**config.mk**
```make
export PLATFORM = sky130hd
export DESIGN_NAME = logic_unit_arbiter
export DESIGN_NICKNAME = d
export VERILOG_FILES = /design/src/rtl/logic_unit_arbiter.sv
export SDC_FILE = /design/constraint.sdc
export NUM_CORES = 1
export LEC_CHECK = 0
export CAP_MARGIN = 20
export CORE_MARGIN = 10
export CORE_UTILIZATION = 40
export CTS_CLUSTER_SIZE = 28
export DETAILED_ROUTE_END_ITERATION = 8
export PLACE_DENSITY = 0.91
export SYNTH_ARGS = -nofsm -noshare
export SYNTH_HDL_FRONTEND = slang
export SYNTH_SLANG_ARGS = --single-unit
```
**constraint.sdc**
```tcl
create_clock -name clk -period 1.9 [get_ports clk]
set_clock_uncertainty 0.1 [all_clocks]
set_input_delay 0.19 -clock clk [delete_from_list [all_inputs] [get_ports clk]]
set_output_delay 0.19 -clock clk [all_outputs]
set_load 0.02 [all_outputs]
```
**src/rtl/logic_unit_arbiter.sv**
```systemverilog
// Round-robin arbiter that lends one shared combinational logic unit to two requesters.
// Response appears SETTLE+1 cycles after accept and is held until rsp_ready; the arbiter accepts nothing while busy.
module logic_unit_arbiter #(
   parameter int WIDTH  = 8,
   parameter int SETTLE = 2
) (
   input  logic             clk,
   input  logic             reset,
   input  logic [1:0]       req_valid,
   output logic [1:0]       req_ready,
   input  logic [WIDTH-1:0] req0_a,
   input  logic [WIDTH-1:0] req0_b,
   input  logic [WIDTH-1:0] req1_a,
   input  logic [WIDTH-1:0] req1_b,
   input  logic [1:0]       req0_op,
   input  logic [1:0]       req1_op,
   output logic [WIDTH-1:0] lu_a,
   output logic [WIDTH-1:0] lu_b,
   output logic [1:0]       lu_op,
   input  logic [WIDTH-1:0] lu_y,
   output logic             rsp_valid,
   output logic             rsp_id,
   output logic [WIDTH-1:0] rsp_y,
   input  logic             rsp_ready,
   output logic             busy
);

   typedef enum logic [1:0] {
      ST_IDLE   = 2'd0,
      ST_SETTLE = 2'd1,
      ST_RESP   = 2'd2
   } state_t;

   localparam logic [3:0] SETTLE_CNT = 4'(SETTLE);

   state_t           r_state;
   state_t           w_next;
   logic [3:0]       r_cnt;
   logic             r_last;
   logic [WIDTH-1:0] r_lu_a;
   logic [WIDTH-1:0] r_lu_b;
   logic [1:0]       r_lu_op;
   logic             r_rsp_id;
   logic [WIDTH-1:0] r_rsp_y;
   logic             w_accept;
   logic             w_grant_id;

   // req_ready is masked by reset so no accept strobe is shown in a cycle that reset discards
   always_comb begin
      w_next     = r_state;
      w_accept   = 1'b0;
      w_grant_id = 1'b0;
      req_ready  = 2'b00;
      case (r_state)
         ST_IDLE: begin
            if (!reset && (req_valid != 2'b00)) begin
               w_accept = 1'b1;
               if (req_valid == 2'b11) begin
                  w_grant_id = ~r_last;
               end else begin
                  w_grant_id = req_valid[1];
               end
               req_ready = w_grant_id ? 2'b10 : 2'b01;
               w_next    = ST_SETTLE;
            end
         end
         ST_SETTLE: begin
            if (r_cnt == 4'd1) begin
               w_next = ST_RESP;
            end
         end
         ST_RESP: begin
            if (rsp_ready) begin
               w_next = ST_IDLE;
            end
         end
         default: w_next = ST_IDLE;
      endcase
   end

   always_ff @(posedge clk) begin
      if (reset) begin
         r_state  <= ST_IDLE;
         r_cnt    <= 4'd0;
         r_last   <= 1'b1;
         r_lu_a   <= '0;
         r_lu_b   <= '0;
         r_lu_op  <= 2'b00;
         r_rsp_id <= 1'b0;
         r_rsp_y  <= '0;
      end else begin
         r_state <= w_next;
         if (w_accept) begin
            r_lu_a   <= w_grant_id ? req1_a  : req0_a;
            r_lu_b   <= w_grant_id ? req1_b  : req0_b;
            r_lu_op  <= w_grant_id ? req1_op : req0_op;
            r_rsp_id <= w_grant_id;
            r_last   <= w_grant_id;
            r_cnt    <= SETTLE_CNT;
         end else if (r_state == ST_SETTLE) begin
            r_cnt <= r_cnt - 4'd1;
            if (r_cnt == 4'd1) begin
               r_rsp_y <= lu_y;
            end
         end
      end
   end

   assign lu_a      = r_lu_a;
   assign lu_b      = r_lu_b;
   assign lu_op     = r_lu_op;
   assign rsp_valid = (r_state == ST_RESP);
   assign rsp_id    = r_rsp_id;
   assign rsp_y     = r_rsp_y;
   assign busy      = (r_state != ST_IDLE);

endmodule

```
== Word-level counts from Yosys, hierarchy flattened ==
Index checks and enable logic that the tools add are counted.
Cells by class
  add/subtract/negate cells: 1
  equal/unequal tests: 7
  mux-type cells: 19
  bitwise logic cells: 2
  reduce and logical (&&, ||, !) cells: 9
Operator list (count)
  2-bit 2-to-1 mux: 9
  8-bit 2-to-1 mux: 2
  1-bit 2-to-1 mux: 7
  2-bit one-hot mux with 3 select lines: 1
  3-bit AND reduction: 2
  2-bit nonzero test: 3
  2-bit == test (second input constant): 2
  4-bit by 1-bit == test with 1-bit output (second input constant): 1
  2-bit != test (second input constant): 2
  4-bit by 1-bit subtractor with 4-bit output (second input constant): 1
  2-bit by 1-bit == test with 1-bit output (second input constant): 1
  2-bit logical NOT: 1
  2-bit by 1-bit != test with 1-bit output (second input constant): 1
  1-bit NOT: 2
  2-bit OR reduction: 1
  1-bit logical AND: 1
  1-bit logical NOT: 1
Word-level totals
  register bits: 34
  input port bits: 49
  output and inout bits: 31
  word-level logic and storage cells: 47

== Longest topological paths before layout ==
  depth after elaboration: 7
  mapped depth: 6
  mapped depth without buffers: 5

== Worst setup path after synthesis ==
No wires, ideal clock.
  path type: reg-to-reg
  from: register r_cnt[0]
  to: register r_rsp_y[0] (netlist: rsp_y[0])
  library setup time: 132 ps
  data arrival time: 1297 ps
  data required time: 1668 ps
  setup slack: 371 ps
  stages on the path, launching flop included: 6
  buffers on the path: 1
  clock period less this slack: 1529 ps
  path through: dfxtp_1 > ha_1 > or3b_2 > clkbuf_1 > o21ai_0 > a21oi_1
On the way
  word-level cells in the longest chain between the ends: 2
RTL lines
  start, declared: line 38  | logic [3:0] r_cnt;
  start signal, assigned: line 101  | r_cnt <= r_cnt - 4'd1;
  4-bit by 1-bit == test with 1-bit output: line 102  | if (r_cnt == 4'd1) begin
  3-bit AND reduction (no line)
  end signal, assigned: line 103  | r_rsp_y <= lu_y;
  end, declared: line 44  | logic [WIDTH-1:0] r_rsp_y;
No other way between the ends.
A chain may end at the register's enable or synchronous reset.

== Worst setup path in the final report ==
  from: register r_state[1]
  to: output req_ready[0]
On the way
  word-level cells in the longest chain between the ends: 2
RTL lines
  start, declared: line 36  | state_t r_state;
  start signal, assigned: line 92  | r_state <= w_next;
  2-bit logical NOT: line 54  | case (r_state)
  2-bit 2-to-1 mux: line 54
  end, declared: line 10  | output logic [1:0] req_ready,
No other way between the ends.

==> out/results.ini <==
[run_status]
status = complete, no violations

[layout]
multi_input_area_um2 = 804.5
post-route-util_pct = 67.31
layout.nets = 307
drive_gt1_share_pct = 12.06
seqCellArea_um2 = 680.7
antenna_cells = 0
syn2layout_area_growth_pct = 58.46
n_fill_cell = 327
design_area_um2 = 2520

[synthesis]
avgSynthCellArea_um2 = 9.087
synth_flop_cell = dfxtp_1
ys_top_cells_by_area = dfxtp_1 43%, a21oi_1 7.2%, a311oi_2 6.6%, nand2_1 5.7%, a221o_1 3.1%
synth_cells = 175
synth_cell_types = 36
synth_top_area_cell = dfxtp_1
syn_nets = 226
yosysMostFrequentCell = dfxtp_1
ys_top_cells_by_count = 34 x dfxtp_1, 24 x nand2_1, 23 x a21oi_1
synth_async_sr_flop_share_pct = 0
yosysWarnings = 0
ys_ff_latch = 34
synthDominantCellAreaShare_pct = 42.80
synth_edf_count = 0
synth_area_um2 = 1590
synth_seq_area_share_pct = 42.80

[setup_path]
reg2reg_slack_ns = 0.31
crit_path_max_fanout = 7
cp.required_ns = 1.61
critical_path_class = register to output pin
path_buf_inv = 1
startpoint_type = register
critPathMaxStageDelay_ns = 0.37
worst_path_dominant_cell_family = simple AND/OR/NAND/NOR gates
crit_path_end_kind = output pin
arrival_ns = 1.44
crit_chain = nor3_4, and3_1, dlygate4sd2_1
slowest_stage = dfxtp_1

[clock_tree]
cts_tree = built
cts_setup_buffers = 0
cts_num_sinks = 34
cts.htree.levels = 2
cts_buffers = 5
clkTransAtPathRegs_ns = 0.06
worstSkewPairLatency_ns = 0.28
root_buffer = clkbuf_8
cts_hold_buffers = 0
clockBufferDepth = 2

[sta]
finalCritPeriodShare_pct = 90.81
worst_pin_slew_ns = 0.4780
finalSetupViolCount = 0
max_freq_mhz = 579.5
fin_setup_tns_ns = 0
rsz0062_at_grt = false
hold_slack_ns = 0.3542
period_needed_ns = 1.725
maxSlewHeadroom_pct = 68.13
drv_slew = 0
hold_viol = 0

[power_and_ir_drop]
combPwrFrac_pct = 25.9
p_seq_share_pct = 44.2
p_clk_share_pct = 29.9
power.leakage_nw = 0.9981
p_per_area_nw_per_um2 = 717.3
internal_power_w = 0.001307
peakVddDrop_mv = 0.5191
p_total_w = 0.001808
swShare_pct = 27.72
power_switching_w = 0.0005010

[placement]
gp_congestion = 0.7552
numPortBuffers = 79
placed_area_um2 = 2430
dp_hpwl_um = 3723

[global_routing]
grt_pass1_vias = 1702
grt_max_degree = 28
grt_pass1_wl_um = 7893
grtUsageTotal_pct = 13.42
overflow = 0
antenna_found_initial = 0

[floorplanning]
die-area_um2 = 6898
dieHeight_um = 83.06
die_w_um = 83.06
pin_count = 80
initial_core_util_pct = 42.48
core-area_um2 = 3744
fp-row-count = 22

[drt]
drtPass1Iterations = 4
viasPerCell = 5.187
drt_iter0_drc = 108
detail-route-antenna-nets = 0
vias = 1582
wl_um = 4763
drc = 0
wl_per_cell_um = 15.62

[job]
max-cap-violations = 0

[worst_hold_path]
min_path_type = register to register

path summary, 6_finish.rpt:
check | startpoint | end | cells after the start
worst min register to register | rsp_id | rsp_id | 1
worst min-delay path | rsp_id | rsp_id | 1
worst max register to register | r_cnt[0] | rsp_y[0] | 4
worst max-delay path | r_state[1] | req_ready[0] | 3
state kept, by name (all words and copies together), names as in the netlist:
register  flops
lu_a          8
r_cnt         4
r_last        1
lu_b          8
rsp_y         8
r_state       2
lu_op         2
rsp_id        1
power by group through the flow:
stage | clock (W) | combinational [W] | sequential [W]
2_1_floorplan | 0 | 0.000195 | 0.000858
3_3_place_gp | 0 | 0.000466 | 0.000811
3_5_place_dp | 0 | 0.000472 | 0.000814
4_1_cts | 0.000552 | 0.000473 | 0.000799
5_1_grt | 0.000571 | 0.000511 | 0.000806
6_report | 0.000541 | 0.000468 | 0.000798
layout by cell type (no fill, tap or decap), types with 2 or more instances in the layout:
cell type        synthesis  routed
a311oi_1                 4       4
mux2i_1                  4       4
and3_1                   6       6
a221o_1                  5       5
nand2_1                 24      24
nand3b_1                 2       2
nand3_1                  8       8
nor2_1                   4       4
a21oi_1                 23      23
o21ai_0                  8       8
a311oi_2                 7       7
a21o_1                   2       2
dfxtp_1                 34      34
nand2b_1                 4       4
clkdlybuf4s50_1          0      75
clkbuf_8                 0       6
dlygate4sd2_1            0       3
ha_1                     2       2
nor2b_1                  3       3
inv_1                    5       5
buf_4                    2      10
through the flow:
step | setup slack (ns) | std cells
after floorplan | 0.3711 | 175
after global placement | -0.01004 | 297
after detailed placement | -0.06573 | 297
after CTS | 0.02732 | 305
after global routing | 0.1259 | 305
final | 0.1745 | 305
worst register-to-register path, stage by stage, from the launching register on:
cell     delay (ns)
dfxtp_1        0.40
ha_1           0.18
or3b_2         0.53
o21ai_0        0.19
a21oi_1        0.08
cells by family (layout without fill, tap and decap cells):
logic type	Yosys count	count (layout)	share of synthesized area, %
adder cells (fa/ha/maj)	2	2	1.573
XOR/XNOR	1	1	0.5508
AND/OR/NAND/NOR	58	58	19.20
multiplexers	5	5	3.226
buffers and inverters	20	102	6.609
AO/OA/AOI/OAI	55	55	26.04
flip-flops	34	34	42.80
final cells by class:
cell class / instances / area share [%]
inverters: 5 / 0.7448
multi-input cells: 121 / 31.93
clock inverters: 1 / 0.1986
flip-flops and latches: 34 / 27.01
clock buffers: 7 / 3.426
repair buffers: 89 / 34.31
well taps: 48 / 2.383
repair_timing:
item,CTS,global route
gates resized for setup,3,1
endpoints found under the setup margin,3,1
gates cloned,0,0
layer usage:
layer	up-vias	share of wire, %	track usage [%]
li1	790	-	-
met1	737	37	12.50
met2	50	53	25.21
met3	5	8.8	6.348
met4	0	0.90	3.846
met5	-	0	0
No activity file was read; power rests on OpenSTA's default activity.
